$ cat config.mk
export PLATFORM = sky130hd
export DESIGN_NAME = entrada_decimal
export DESIGN_NICKNAME = d
export VERILOG_FILES = /design/src/rtl/entrada_decimal.sv
export SDC_FILE = /design/constraint.sdc
export NUM_CORES = 1
export LEC_CHECK = 0
export CORE_AREA = 2 2 115 117
export CTS_CLUSTER_SIZE = 20
export DETAILED_ROUTE_END_ITERATION = 16
export DIE_AREA = 0 0 117 119
export GPL_ROUTABILITY_DRIVEN = 0
export HOLD_SLACK_MARGIN = 0.12
export PLACE_DENSITY = 0.69
export SLEW_MARGIN = 5
export SYNTH_ARGS = -nofsm -noshare
export SYNTH_HDL_FRONTEND = slang
export SYNTH_SLANG_ARGS = --single-unit
$ cat constraint.sdc
create_clock -name clk -period 3.75 [get_ports clk]
set_input_delay 1.125 -clock clk [delete_from_list [all_inputs] [get_ports clk]]
set_output_delay 1.125 -clock clk [all_outputs]
set_load 0.02 [all_outputs]
$ cat src/rtl/entrada_decimal.sv
// Decimal keypad entry for the IN instruction: debounces two keys, accumulates up to
// MAX_DIGITS BCD digits from the switches and hands the value over with a ready flag.
module entrada_decimal #(
  parameter int DEBOUNCE_CYCLES = 500000,
  parameter int MAX_DIGITS      = 5
) (
  input  logic        clk,
  input  logic        reset_n,
  input  logic [3:0]  chaves,
  input  logic        botaoDigito,
  input  logic        botaoOk,
  input  logic        controleIN,
  output logic        dadoPronto,
  output logic [31:0] dado,
  output logic [31:0] eco,
  output logic        erro
);

  localparam int ACC_W = 17;
  localparam int DEB_W = (DEBOUNCE_CYCLES > 1) ? $clog2(DEBOUNCE_CYCLES) : 1;
  localparam int CNT_W = $clog2(MAX_DIGITS + 1);

  localparam logic [DEB_W-1:0] DEB_LAST  = DEB_W'(DEBOUNCE_CYCLES - 1);
  localparam logic [CNT_W-1:0] MAX_COUNT = CNT_W'(MAX_DIGITS);

  localparam logic [1:0] S_IDLE    = 2'd0;
  localparam logic [1:0] S_COLLECT = 2'd1;
  localparam logic [1:0] S_DONE    = 2'd2;

  // Key index 0 is the digit key, index 1 the OK key
  logic [1:0]       raw_keys;
  logic [1:0]       sync_a;
  logic [1:0]       sync_b;
  logic [1:0]       level;
  logic [1:0]       level_prev;
  logic [1:0]       press;
  logic [DEB_W-1:0] deb_cnt [2];

  logic [1:0]       state;
  logic [1:0]       state_next;
  logic [ACC_W-1:0] acc;
  logic [ACC_W-1:0] acc_next;
  logic [ACC_W-1:0] acc_x10;
  logic [CNT_W-1:0] count;
  logic [CNT_W-1:0] count_next;
  logic             erro_next;
  logic             commit;

  logic             pronto_q;
  logic [ACC_W-1:0] dado_q;
  logic [ACC_W-1:0] eco_q;
  logic             erro_q;

  logic             digit_press;
  logic             ok_press;

  assign raw_keys    = {botaoOk, botaoDigito};
  assign digit_press = press[0];
  assign ok_press    = press[1];

  // The accepted level only follows the synchronized key after DEBOUNCE_CYCLES
  // consecutive cycles of disagreement; any agreement restarts the count.
  always_ff @(posedge clk or negedge reset_n) begin
    if (!reset_n) begin
      sync_a     <= 2'b11;
      sync_b     <= 2'b11;
      level      <= 2'b11;
      level_prev <= 2'b11;
      press      <= 2'b00;
      for (int k = 0; k < 2; k++) begin
        deb_cnt[k] <= '0;
      end
    end else begin
      sync_a     <= raw_keys;
      sync_b     <= sync_a;
      level_prev <= level;
      press      <= level_prev & ~level;
      for (int k = 0; k < 2; k++) begin
        if (sync_b[k] == level[k]) begin
          deb_cnt[k] <= '0;
        end else if (deb_cnt[k] == DEB_LAST) begin
          level[k]   <= sync_b[k];
          deb_cnt[k] <= '0;
        end else begin
          deb_cnt[k] <= deb_cnt[k] + 1'b1;
        end
      end
    end
  end

  assign acc_x10 = {acc[ACC_W-4:0], 3'b000} + {acc[ACC_W-2:0], 1'b0};

  // A digit is applied before a simultaneous OK, so the commit sees acc_next
  always_comb begin
    state_next = state;
    acc_next   = acc;
    count_next = count;
    erro_next  = 1'b0;
    commit     = 1'b0;
    case (state)
      S_IDLE: begin
        if (controleIN) begin
          state_next = S_COLLECT;
          acc_next   = '0;
          count_next = '0;
        end
      end
      S_COLLECT: begin
        if (!controleIN) begin
          state_next = S_IDLE;
        end else begin
          if (digit_press) begin
            if (chaves > 4'd9 || count == MAX_COUNT) begin
              erro_next = 1'b1;
            end else begin
              acc_next   = acc_x10 + {{(ACC_W-4){1'b0}}, chaves};
              count_next = count + 1'b1;
            end
          end
          if (ok_press) begin
            commit     = 1'b1;
            state_next = S_DONE;
          end
        end
      end
      S_DONE: begin
        if (!controleIN) begin
          state_next = S_IDLE;
        end
      end
      default: state_next = S_IDLE;
    endcase
  end

  always_ff @(posedge clk or negedge reset_n) begin
    if (!reset_n) begin
      state    <= S_IDLE;
      acc      <= '0;
      count    <= '0;
      erro_q   <= 1'b0;
      pronto_q <= 1'b0;
      dado_q   <= '0;
      eco_q    <= '0;
    end else begin
      state  <= state_next;
      acc    <= acc_next;
      count  <= count_next;
      erro_q <= erro_next;
      eco_q  <= (state_next == S_IDLE) ? '0 : acc_next;
      if (commit) begin
        dado_q   <= acc_next;
        pronto_q <= 1'b1;
      end else if (state == S_DONE && !controleIN) begin
        pronto_q <= 1'b0;
      end
    end
  end

  assign dadoPronto = pronto_q;
  assign dado       = {{(32-ACC_W){1'b0}}, dado_q};
  assign eco        = {{(32-ACC_W){1'b0}}, eco_q};
  assign erro       = erro_q;

endmodule
### Yosys cells after proc, flatten, opt, wreduce, memory -nomap -nowiden

Cells that the tools add are included.
W data, S select, Z words.

* order comparisons: 1
* bitwise operators: 4
* reduce and logical (&&, ||, !) cells: 10
* eq/ne operators: 11
* add/sub/neg operators: 5
* muxes and demuxes: 29

Operator list (number)
* $mux W17: 5
* $mux W19: 4
* $add A19 B1 Y19 const B: 2
* $eq A19 B19 Y1 const B: 2
* $pmux W17 S2: 1
* $add A17 B17 Y17: 1
* $add A17 B4 Y17: 1
* $mux W3: 4
* $mux W1: 9
* $mux W2: 4
* $ne A2 B2 Y1 const B: 4
* $pmux W2 S3: 1
* $pmux W3 S2: 1
* $reduce_and A5 Y1: 1
* $gt A4 B4 Y1 const B: 1
* $logic_not A2 Y1: 2
* $reduce_and A2 Y1: 2
* $reduce_bool A2 Y1: 2
* $add A3 B1 Y3 const B: 1
* $eq A3 B3 Y1 const B: 1
* $and A2 B2 Y2: 1
* $eq A1 B1 Y1: 2
* $eq A2 B1 Y1 const B: 1
* $eq A2 B2 Y1 const B: 1
* other kinds (5): 6

* output and inout port bits: 66
* bits in registers: 106
* logic and storage cells: 75
* bits of input ports: 9

### Depth between registers and ports, before layout

Gate-level depths: netlist of the first run.

* depth after elaboration: 7
* gate-level depth with buffers: 10
* gate-level depth less buffers: 10

### Worst setup path after synthesis of the first run

No wires, ideal clock.

* path kind: input to register
* start point: input chaves[3]
* end point: register eco_q[15]
* setup slack: 283 ps
* setup time: 73 ps
* buffers on the path: 0
* arrival: 3393 ps
* stages: 10
* required time: 3677 ps
* cell sequence: inv_1 -> fa_1 -> inv_1 -> ha_1 -> a21oi_1 -> nand4b_1 -> a2111o_1 -> and4_4 -> or3_4 -> a21oi_2

* word-level cells in the longest chain between the ends: 7
* elaborated cells between the ends (all ways): 8
* those cells by class: add/sub: 1; order compare: 1; mux: 5; reduce/logical: 1

Ends and longest elaborated chain
* from (decl): line 9 `input logic [3:0] chaves,`
* parallel branches: the longest is 2 deep, another holds $add A17 B4 Y17
* $mux W17 *: line 113 `if (chaves > 4'd9 || count == MAX_COUNT) begin`
* $mux W17 *: line 112 `if (digit_press) begin`
* $mux W17 *: line 109 `if (!controleIN) begin`
* $pmux W17 S2 *: line 100 `case (state)`
* $mux W17 *: line 149 `eco_q <= (state_next == S_IDLE) ? '0 : acc_next;`
* to (signal assigned): line 149
* to (decl): line 51 `logic [ACC_W-1:0] eco_q;`

Mark *: on every way between the ends.
A chain may end at the register's enable or synchronous reset.

### Worst setup path after layout of the first run

* start point: input chaves[2]
* end point: register dado_q[8]

* word-level cells in the longest chain between the ends: 6
* elaborated cells between the ends (all ways): 7
* those cells by class: add/sub: 1; order compare: 1; mux: 4; reduce/logical: 1

Ends and longest elaborated chain
* parallel branches: the longest is 2 deep, another holds $add A17 B4 Y17
* $mux W17 *: line 113
* $mux W17 *: line 112
* $mux W17 *: line 109
* $pmux W17 S2 *: line 100
* to (signal assigned): line 151 `dado_q <= acc_next;`
* to (decl): line 50 `logic [ACC_W-1:0] dado_q;`

Marks and branches as above.

==> run summary, run 1 <==
- no — RSZ-0062 raised after global routing
- 0.006115 mm^2 — standard cell area after detailed placement
- 117 um — Die Wd
- 0 — Maximum Capacitance Violations
- 1199 — filler cell count
- 0 — antenna-violating nets left
- 42.79% — initial standard-cell utilization of the core
- 773 — instance count after placement with tap cells included
- 0 — Diodes inserted
- 61 — post-synthesis cell type count
- 0.0001835 V — Peak supply drop
- dfrtp_1 45%, ha_1 7.3%, nor2_1 5.1%, buf_4 4.1%, dfstp_2 3.8% — leading post-synthesis cells by cell area
- input pin — category of the worst setup path launch point
- 0 — Setup Buffers After CTS
- 8.014 mm — half-perimeter wire length of the detailed placement result
- 0 — EDFF count, synth
- 3 — level count of the clock H-tree
- 0.01287 mm^2 — Core ar.
- 0 — Pins Over Slew Limit
- 0.002663 mm^2 — Register Area
- 119 um — height of the die
- 3.66 ns — data arrival time of the critical path
- 651 — Post-layout nets
- 3931 — via count of the first global-routing pass
- acc[0]$_DFF_PN0_ — Reg-to-Reg Start
- 16.94% — total global routing track utilization
- 0 — number of hold-slack violations in the final timing report
- 0.5905 ns — pin slew with the least headroom to its limit
- 0.36 ns — Clock Latency Late Sink
- dfrtp_1 — most area-hungry cell type in the Yosys netlist
- 0 — DRC violations left
- flop — type of destination of the critical path
- 0.002196 W — Overall Power
- 0.006312 ns — worst-case clock skew
- clkbuf_16 — root buffer cell
- in2reg — Setup CP Type
- 9.980 um^2 — average cell area after synthesis
- 0.005509 mm^2 — Syn Std Cell Area
- 0.01392 mm^2 — area of the die
- chaves[2] — timing startpoint of the critical path
- 75 — number of primary I/O pins
- 4 — Critical Path Fanout Max
- 3.437 ns — time the worst path needs with I/O delays and setup
- complete, no violations — outcome
- 44.52% — share of Yosys cell area claimed by the top area cell type
- dfrtp_1 — dominant cell by count in the synthesized netlist
- 3.97 ns — worst endpoint required time
- 60.64% — headroom to the max-slew limit
- 98 x dfrtp_1, 75 x nor2_1, 50 x nand2_1, 32 x ha_1, 30 x buf_4 — commonest cells in the netlist
- 16.69% — Synth-to-Final Area Change
- 0.89 ns — FF-to-FF setup slack
- 9 — number of clock buffers inserted by TritonCTS
- 0 ns — setup tns final
- 100.0% — ys async rst share
- 0.002576 mm^2 — total area of multi-input combinational cells
- 106 — flops & latches, synth
- 2 — worst-case clock buffer depth
- 3964 — total via count in the routed design
- 0.006429 mm^2 — final std cell area, no fill
- 0 — hold buffer count at cts
- 789 — Layout Cells excl Fill
- 42 — floorplan row count
- 106 — TritonCTS Sinks
- 48.33% — sequential area share after synthesis
- 44 — count of buffers inserted at the top-level ports
- 9.951% — fraction of layout instances using a drive strength above 1
- reg2reg — path type of the worst min-delay path
- 341.6 mW/mm^2 — ratio of total power to cell area
- 552 — gate count after technology mapping
- sync_a[1]$_DFF_PN1_ — Min-Delay Startpoint
- 13.93 um — wire length per cell after detailed routing
- 107 — pin count of the biggest net entering global routing
- 49.93% — Post-Route Utilization
- 0 — count of instances resized after the clock tree is built
- 0 — overflow left after global routing
- 18.63 mm — global-route wire length before repair
- 290.9 MHz — FMAX
- 0.07 ns — clock slew seen by the registers of the worst setup and hold paths
- 0 — initial antenna violation count
- 4 — number of detailed-routing iterations run before antenna repair
- 10.99 mm — Post-Route WL
- 91.66% — Final period util
- 0 — total of warnings raised by yosys
- yes — TritonCTS clock tree
- 3.118 nW — Static Leakage
- 5.024 — via-per-instance ratio
- 0 — total setup violations reported at the end of the flow
- dfrtp_1 — top_reg_cell synth
- 283 — detailed router's first-iteration violation count
layer usage:
layer / routed length [um] / vias up / track usage [%]
met2: 5509 / 75 / 27.24
met4: 208 / 0 / 7.279
met5: 0 / - / 0
met3: 426 / 14 / 3.155
li1: - / 1953 / -
met1: 4843 / 1922 / 22.26
cells by family (layout without fill, tap and decap cells):
kind of cell	after synthesis	after routing	share of synthesized area, %
AND/OR/NAND/NOR	202	202	17.87
flip-flops	106	106	48.33
multiplexers	3	3	0.5905
adder cells (fa/ha/maj)	34	34	7.995
AO/OA/AOI/OAI	93	93	11.04
XOR/XNOR	42	42	6.927
buffers and inverters	71	103	7.177
other	1	30	0.06807
state kept, by name, summed over array words and instances, names as in the netlist:
register	count
level_prev	2
acc	17
dadoPronto	1
count	3
erro	1
sync_b	2
state	2
deb_cnt	38
sync_a	2
press	2
eco_q	17
level	2
dado_q	17
metrics by stage:
step	setup slack, ns	hold WS, ns
after floorplan	0.2834	0.3452
after global placement	-0.3051	0.3469
after detailed placement	-0.3614	0.3509
after CTS	0.008466	0.3590
after global routing	0.1955	0.3601
final	0.3127	0.3568
layout by cell type, fill, tap and decap left out, drive strengths merged, types with 7 or more instances in the layout:
cell,instances
dfrtp,98
nor2,76
nand2,51
clkdlybuf4s50,42
ha,32
conb,30
inv,30
o21ai,30
nand3,21
xor2,21
a21oi,21
xnor2,20
buf,17
clkbuf,10
a22oi,8
dfstp,8
nand4,8
nor3,7
report_power, final:
| part | internal, W | switching, W | total (W) | leakage [nW] |
|---|---|---|---|---|
| registers | 0.00115 | 0.00000908 | 0.00116 | 1.44 |
| logic | 0.0000267 | 0.0000804 | 0.000107 | 1.54 |
| clock network | 0.000482 | 0.000443 | 0.000926 | 0.143 |
| total | 0.00166 | 0.000533 | 0.00220 | 3.12 |
layout make-up:
cell class	count	share of cell area [%]
tap	176	3.425
timing repair buffer	60	8.914
multi-input combinational	404	40.07
inverter	27	1.576
clock inverter	6	0.8758
sequential	106	41.42
clock buffer	10	3.717
critical path, cell delays in order:
cell	delay [ns]
clkdlybuf4s50_1	0.43
ha_1	0.30
ha_1	0.21
inv_1	0.07
fa_1	0.20
nor2b_2	0.06
o31a_1	0.35
o21a_1	0.20
or3_1	0.31
a32oi_1	0.30
o21ai_1	0.11
worst paths after layout:
kind                                              end  depth (start not counted)
worst max-delay path            dado_q[8]$_DFFE_PN0P_                         11
worst min-delay path              sync_b[1]$_DFF_PN1_                          0
worst max register to register    eco_q[16]$_DFF_PN0_                         10
worst min register to register    sync_b[1]$_DFF_PN1_                          0
max in group asynchronous       dado_q[2]$_DFFE_PN0P_                          2
min in group asynchronous          eco_q[9]$_DFF_PN0_                          2
(Power assumes the default switching activity.)
==> run 2, diff against run 1 <==
--- a/config.mk
+++ b/config.mk
@@ -5,6 +5,7 @@
 export SDC_FILE = /design/constraint.sdc
 export NUM_CORES = 1
 export LEC_CHECK = 0
+export CAP_MARGIN = 20
 export CORE_AREA = 2 2 115 117
 export CTS_CLUSTER_SIZE = 20
 export DETAILED_ROUTE_END_ITERATION = 16
@@ -12,7 +13,7 @@
 export GPL_ROUTABILITY_DRIVEN = 0
 export HOLD_SLACK_MARGIN = 0.12
 export PLACE_DENSITY = 0.69
-export SLEW_MARGIN = 5
+export SLEW_MARGIN = 20
 export SYNTH_ARGS = -nofsm -noshare
 export SYNTH_HDL_FRONTEND = slang
 export SYNTH_SLANG_ARGS = --single-unit
==> results of run 2 <==
The final DEF is identical to that of run 1; final timing and power are the same.
